`src/rtl/pencoder_arb.sv`:
```
// pencoder_arb -- registered priority encoder with request capture and a
// valid/ready output handshake.
//
// Pulsed requests on N lines are captured into a pending register. One
// encoded index at a time is presented to a downstream consumer. The
// highest-priority pending index wins. Priority is searched downward from a
// pointer, wrapping modulo N.
//
// Configuration macro: PENCODER_RR_EN
//   undefined : fixed priority. The pointer is constant N-1, so the highest
//               set index always wins.
//   defined   : rotating priority. Accepting index k moves the pointer to
//               (k-1) mod N, which makes k the lowest priority.
//
// Parameters:
//   N      number of request lines (2..64)
//   IDX_W  width of the encoded index (>= 1, >= $clog2(N))
//
// Ports:
//   clk        clock; all state changes on the rising edge
//   rst_n      synchronous active-low reset
//   req        request lines; a one-cycle pulse is captured
//   out_valid  out_idx holds a pending request
//   out_ready  consumer accepts out_idx when out_valid & out_ready
//   out_idx    encoded index of the granted request
//   pending    pending-request register
//   busy       out_valid | (|pending), registered
module pencoder_arb #(
  parameter int N     = 4,
  parameter int IDX_W = $clog2(N)
) (
  input  logic             clk,
  input  logic             rst_n,
  input  logic [N-1:0]     req,
  output logic             out_valid,
  input  logic             out_ready,
  output logic [IDX_W-1:0] out_idx,
  output logic [N-1:0]     pending,
  output logic             busy
);

  localparam int PTR_W = (N > 1) ? $clog2(N) : 1;
  localparam logic [PTR_W-1:0] PTR_RST = PTR_W'(N - 1);

  typedef enum logic [0:0] {
    IDLE = 1'b0,
    HOLD = 1'b1
  } state_t;

  state_t           state_r;
  state_t           state_next_s;
  logic [N-1:0]     pending_r;
  logic [N-1:0]     pending_next_s;
  logic [IDX_W-1:0] out_idx_r;
  logic [IDX_W-1:0] idx_next_s;
  logic             out_valid_r;
  logic             busy_r;
  logic [N-1:0]     clr_s;
  logic [N-1:0]     rem_s;
  logic             accept_s;
  logic [PTR_W-1:0] ptr_cur_s;   // pointer in effect this cycle
  logic [PTR_W-1:0] ptr_acc_s;   // pointer in effect after an accept

  // Winner of v: first set bit searching p, p-1, ..., 0, N-1, ..., p+1.
  function automatic logic [IDX_W-1:0] pick(input logic [N-1:0] v,
                                            input logic [PTR_W-1:0] p);
    logic [IDX_W-1:0] r;
    logic             found;
    int               j;
    r     = {IDX_W{1'b0}};
    found = 1'b0;
    for (int i = 0; i < N; i++) begin
      j = int'(p) - i;
      if (j < 0) begin
        j = j + N;
      end else begin
        j = j;
      end
      if (!found && v[j]) begin
        r     = IDX_W'(j);
        found = 1'b1;
      end else begin
        found = found;
      end
    end
    return r;
  endfunction

  // One-hot N-bit vector for index k.
  function automatic logic [N-1:0] onehot(input logic [IDX_W-1:0] k);
    logic [N-1:0] oh;
    for (int i = 0; i < N; i++) begin
      oh[i] = (int'(k) == i) ? 1'b1 : 1'b0;
    end
    return oh;
  endfunction

  assign accept_s = out_valid_r & out_ready;

`ifdef PENCODER_RR_EN
  logic [PTR_W-1:0] ptr_r;

  // (k-1) mod N for the accepted index k.
  function automatic logic [PTR_W-1:0] dec_mod(input logic [IDX_W-1:0] k);
    logic [PTR_W-1:0] r;
    if (int'(k) == 0) begin
      r = PTR_RST;
    end else begin
      r = PTR_W'(int'(k) - 1);
    end
    return r;
  endfunction

  assign ptr_cur_s = ptr_r;
  assign ptr_acc_s = dec_mod(out_idx_r);

  // Rotating pointer: the accepted index becomes lowest priority.
  always_ff @(posedge clk) begin
    if (!rst_n) begin
      ptr_r <= PTR_RST;
    end else if (accept_s) begin
      ptr_r <= ptr_acc_s;
    end else begin
      ptr_r <= ptr_r;
    end
  end
`else
  assign ptr_cur_s = PTR_RST;
  assign ptr_acc_s = PTR_RST;
`endif

  // Next-state, next index and pending update.
  always_comb begin
    state_next_s = state_r;
    idx_next_s   = out_idx_r;
    clr_s        = {N{1'b0}};
    rem_s        = {N{1'b0}};
    case (state_r)
      IDLE: begin
        if (|pending_r) begin
          idx_next_s   = pick(pending_r, ptr_cur_s);
          state_next_s = HOLD;
        end else begin
          state_next_s = IDLE;
        end
      end
      HOLD: begin
        if (out_ready) begin
          clr_s = onehot(out_idx_r);
          // New requests are deliberately excluded here; they are seen
          // the following cycle.
          rem_s = pending_r & ~clr_s;
          if (|rem_s) begin
            idx_next_s   = pick(rem_s, ptr_acc_s);
            state_next_s = HOLD;
          end else begin
            state_next_s = IDLE;
          end
        end else begin
          state_next_s = HOLD;
        end
      end
      default: begin
        state_next_s = IDLE;
      end
    endcase
    // A request on the line being accepted re-arms it.
    pending_next_s = (pending_r & ~clr_s) | req;
  end

  // State, pending and output registers.
  always_ff @(posedge clk) begin
    if (!rst_n) begin
      state_r     <= IDLE;
      pending_r   <= {N{1'b0}};
      out_idx_r   <= {IDX_W{1'b0}};
      out_valid_r <= 1'b0;
      busy_r      <= 1'b0;
    end else begin
      state_r     <= state_next_s;
      pending_r   <= pending_next_s;
      out_idx_r   <= idx_next_s;
      out_valid_r <= (state_next_s == HOLD);
      busy_r      <= (state_next_s == HOLD) | (|pending_next_s);
    end
  end

  assign out_valid = out_valid_r;
  assign out_idx   = out_idx_r;
  assign pending   = pending_r;
  assign busy      = busy_r;

endmodule
```
`config.mk`:
```
export PLATFORM = sky130hd
export DESIGN_NAME = pencoder_arb
export DESIGN_NICKNAME = d
export VERILOG_FILES = /design/src/rtl/pencoder_arb.sv
export SDC_FILE = /design/constraint.sdc
export NUM_CORES = 1
export LEC_CHECK = 0
export ABC_AREA = 1
export BUFFER_PORTS_ARGS = -buffer_cell sky130_fd_sc_hd__clkbuf_2
export CAP_MARGIN = 20
export CORE_AREA = 2 2 39 41
export CTS_CLUSTER_DIAMETER = 120
export DETAILED_ROUTE_END_ITERATION = 6
export DIE_AREA = 0 0 41 43
export GPL_ROUTABILITY_DRIVEN = 1
export SLEW_MARGIN = 20
export SYNTH_ARGS = -nofsm -noshare
export SYNTH_HDL_FRONTEND = slang
export SYNTH_SLANG_ARGS = --single-unit
```
`constraint.sdc`:
```
create_clock -name clk -period 1.9 [get_ports clk]
set_clock_uncertainty 0.2 [all_clocks]
set_input_delay 0.19 -clock clk [delete_from_list [all_inputs] [get_ports clk]]
set_output_delay 0.19 -clock clk [all_outputs]
set_load 0.1 [all_outputs]
```
# Word-level counts from Yosys, hierarchy flattened
# Cells that the tools add are included.
dict set report word_totals {
  wordCells 129
  reg_bits 8
  inputBits 7
}
dict set report op_classes {
  magnitude_cmp 8
  n_eq_ne 6
  bitwise 7
  mux 87
  reduce_logical 17
}
# op n
set ops {}
lappend ops {{32-bit two-way mux} 20}
lappend ops {{32-bit by 4-bit < comparator with 1-bit output (second input constant)} 8}
lappend ops {{1-bit two-way mux} 44}
lappend ops {{2-bit two-way mux} 11}
lappend ops {{1-bit binary-select mux with 2-bit select} 8}
lappend ops {{4-bit OR reduction} 3}
lappend ops {{4-bit bitwise AND} 2}
lappend ops {{4-bit two-way mux} 2}
lappend ops {{4-bit inverter} 2}
lappend ops {{1-bit logical AND} 6}
lappend ops {{1-bit logical NOT} 6}
lappend ops {{2-bit equality test (second input constant)} 2}
lappend ops {{2-bit != test (second input constant)} 2}
lappend ops {{4-bit OR} 1}
lappend ops {{2-bit one-hot mux with 2 select lines} 1}
lappend ops {{3-bit AND reduction} 1}
lappend ops {{2-bit by 1-bit equality test with 1-bit output (second input constant)} 1}
lappend ops {{2-bit logical NOT} 1}
lappend ops {{2-bit by 1-bit != test with 1-bit output (second input constant)} 1}
lappend ops {{1-bit one-hot mux with 2 select lines} 1}
lappend ops {{1-bit inverter} 1}
lappend ops {{1-bit OR} 1}

# Depth between registers and ports, before layout
dict set report depth {
  depth_word 33
  ltp_mapped 9
}

# Worst setup path after synthesis
# OpenSTA, ideal clock, no wires.
dict set report synth_path {
  path_type {register to register}
  start {register, netlist name out_valid}
  end {register busy_r (netlist: busy)}
  t_required_ns 1.586
  setup_slack_ns -0.157
  t_arrival_ns 1.743
  path_stages_with_launch 9
  period_less_slack_ns 2.057
  path_cell_list {dfxtp_1 buf_2 nand2_2 a21oi_1 nand2_1 nor2_1 nand2_1 nand2_1 nand2_1}
}
# element line
set synth_rtl {}
lappend synth_rtl {{to (signal assigned)} 184} ;# busy_r <= (state_next_s == HOLD) | (|pending_next_s);
lappend synth_rtl {{to (decl)} 57} ;# logic busy_r;

# Worst setup path after layout
dict set report layout_path {
  start {register pending_r[1] (netlist: pending[1])}
  end {output pending[1]}
}
# element line
set layout_rtl {}
lappend layout_rtl {{from (decl)} 52} ;# logic [N-1:0] pending_r;
lappend layout_rtl {{from (signal assigned)} 175} ;# pending_r <= {N{1'b0}};
lappend layout_rtl {{from (signal assigned)} 181} ;# pending_r <= pending_next_s;
lappend layout_rtl {{to (decl)} 38} ;# output logic [N-1:0] pending,
# No word-level cell between the ends.

==> results.py <==
metrics = {
    "run_status": {
        "status": "completed",
    },
    "routing": {
        "via_per_inst": 4.86,
        "avgRoutedWirePerCell_um": 9.58,
        "drc": 0,
        "drtAntennaViolNets": 0,
        "vias": 481,
        "drt_pass1_iterations": 5,
        "drt_iter0_markers": 10,
        "wl_um": 948,
    },
    "floorplan": {
        "io_pins": 15,
        "start_util": 0.305,
        "core_um2": 1380,
        "die_h_um": 43,
        "die_x_um": 41,
        "rows": 14,
        "dieArea_um2": 1760,
    },
    "timing": {
        "rsz0062_at_grt": "no",
        "layout_setup_ws_ps": 343,
        "hold_viol_final": 0,
        "setup_viol": 0,
        "fin_crit_ps": 1560,
        "fin_crit_sh": 0.819,
        "maxSlewHeadroom": 0.642,
        "drv_slew": 0,
        "tightest_slew_ps": 540,
        "hold_ws_ps": 15.8,
        "tns_ps": 0,
        "fmax_mhz": 642,
    },
    "setup_path": {
        "cp_cell_sequence": "clkbuf_2",
        "cp_slowest_cell": "clkbuf_2",
        "crit_required_ps": 1510,
        "reg2reg_from": "out_idx[1]$_SDFFE_PN0P_",
        "ff2ff_setup_slack_ps": 570,
        "cp.arrival_ps": 1170,
        "path_class": "register to primary output",
        "r2r_cells": 9,
        "max_stage_delay_ps": 490,
        "crit_family": "buffers and inverters",
        "cp-end-kind": "primary output",
        "r2r_end": "out_idx[1]$_SDFFE_PN0P_",
        "crit_fanout": 6,
        "critPathLaunchType": "register",
        "critPathBufInv": 1,
    },
    "synthesis": {
        "ys_ff_latch": 8,
        "synthCells": 66,
        "seq_area_frac_synth": 0.380,
        "syn_nets": 73,
        "synth_area_um2": 422,
        "avgSynthCellArea_um2": 6.39,
        "synth_cell_types": 12,
        "yosys_warnings": 0,
    },
    "global_routing": {
        "grt_max_degree": 10,
        "grt_use_total": 0.134,
        "grt_pass1_vias": 405,
        "antenna_found_initial": 0,
        "overflow": 0,
        "grt_pass1_wl_um": 1580,
    },
    "place": {
        "place.port_buffers": 14,
        "placed_area_um2": 510,
        "dp_slack_ps": 596,
        "dp_cells": 95,
        "globalplace.congestion": 0.752,
        "place_hpwl_um": 750,
    },
    "power": {
        "p_per_area_nw_per_um2": 1090,
        "p_leak_nw": 0.284,
        "p_total_mw": 0.591,
        "ir_drop_mv": 0.458,
    },
    "final_layout": {
        "area_growth_pct": 28.8,
        "finalInstanceArea_um2": 543,
        "final_core_util": 0.392,
        "fin_cells": 99,
        "layout.nets": 92,
        "final_layout_size_suffix_gt1_frac": 0.337,
        "antenna-diode-count": 0,
    },
    "clocking": {
        "post_cts_buffers": 0,
        "cts_max_path_buffers": 2,
        "cts_tree": "built",
        "htreeDepth": 1,
        "clk_latency_ps": 250,
        "cts.sinks": 8,
        "clk_pin_slew_ps": 60,
        "cts_made_buffers": 3,
        "cts_root_buf": "clkbuf_4",
    },
    "worst_hold_path": {
        "hp-class": "input port to register",
        "min-delay-start": "req[2]",
        "hold_path_end": "pending[2]$_SDFF_PN0_",
        "hold_depth": 3,
    },
    "run": {
        "cap_violations": 0,
    },
}
[how the worst max path moves through the flow]
stage                                        from                 endpoint  slack (ps)  cells after the start
final                       pending[1]$_SDFF_PN0_               pending[1]         340                      1
after global routing        pending[1]$_SDFF_PN0_               pending[1]         300                      1
after CTS                   pending[1]$_SDFF_PN0_               pending[1]         340                      1
after detailed placement  out_idx[0]$_SDFFE_PN0P_  out_idx[1]$_SDFFE_PN0P_         600                      8
after global placement       out_valid$_SDFF_PN0_          busy$_SDFF_PN0_         580                      7
after floorplan             pending[0]$_SDFF_PN0_  out_idx[1]$_SDFFE_PN0P_           7                      7
[per-layer routing]
| metal | wire, µm | vias to the layer above | global-route usage | share of wire |
|---|---|---|---|---|
| met3 | 52 | 4 | 0.0471 | 0.055 |
| met5 | 0 | - | 0 | 0 |
| met2 | 462 | 13 | 0.188 | 0.49 |
| li1 | - | 247 | - | - |
| met4 | 23 | 0 | 0.0800 | 0.024 |
| met1 | 409 | 217 | 0.169 | 0.43 |
[worst reg2reg max path, stage by stage (launching register included)]
cell and delay, ps:
dfxtp_2 350, inv_1 80, nand2_1 70, nand2_1 100, nand2_2 70, o21ai_2 130
nand2_2 80, nand2_1 70, nand2_1 40, nor2_1 80
[final cells by class]
type | count | area [µm²]
clock buffer | 3 | 22.5
fill | 156 | 841
inverter | 7 | 26.3
multi-input combinational | 50 | 230
sequential | 8 | 164
tap | 16 | 20.0
timing repair buffer | 15 | 80.1
[power breakdown]
group | internal [mW] | switching (mW)
registers | 0.189 | 0.0258
logic | 0.0506 | 0.197
clock network | 0.0722 | 0.0565
[state kept, by name (all words and copies together), names as in the netlist]
register	cells
pending	4
out_idx	2
busy	1
out_valid	1
[logic make-up (layout without fill, tap and decap cells)]
group,count (synthesis),in the layout,share of synthesized area
buffers and inverters,8,25,0.0742
AOI/OAI and AO/OA,12,12,0.160
and+or+nand+nor,38,38,0.386
DFF,8,8,0.380
[placed cells by master, fill, tap and decap left out]
cell and n:
nand3_1 2, o21ai_0 3, dlygate4sd3_1 1, dfxtp_2 3
clkbuf_2 14, nand2_2 6, nand4_1 1, nand2_1 17
o21ai_2 1, clkbuf_4 3, inv_1 7, nor2_1 12
a21oi_2 1, dfxtp_1 5, a21oi_1 7
[cell usage after synthesis]
cell / count / share of area
nor2_1: 12 / 0.11
a21oi_2: 1 / 0.021
inv_1: 7 / 0.062
o21ai_2: 1 / 0.021
nand3_1: 2 / 0.024
a21oi_1: 7 / 0.083
buf_2: 1 / 0.012
o21ai_0: 3 / 0.036
nand2_1: 17 / 0.15
nand2_2: 6 / 0.089
dfxtp_1: 8 / 0.38
nand4_1: 1 / 0.015
[repair_timing]
| item | 4_1_cts | 5_1_grt |
|---|---|---|
| hold buffers | 1 | 0 |
| resized for setup | 0 | 0 |
| endpoints found under the setup margin | 0 | 0 |
| hold endpoints to repair | 1 | 0 |
No activity file was read; power rests on OpenSTA's default activity.
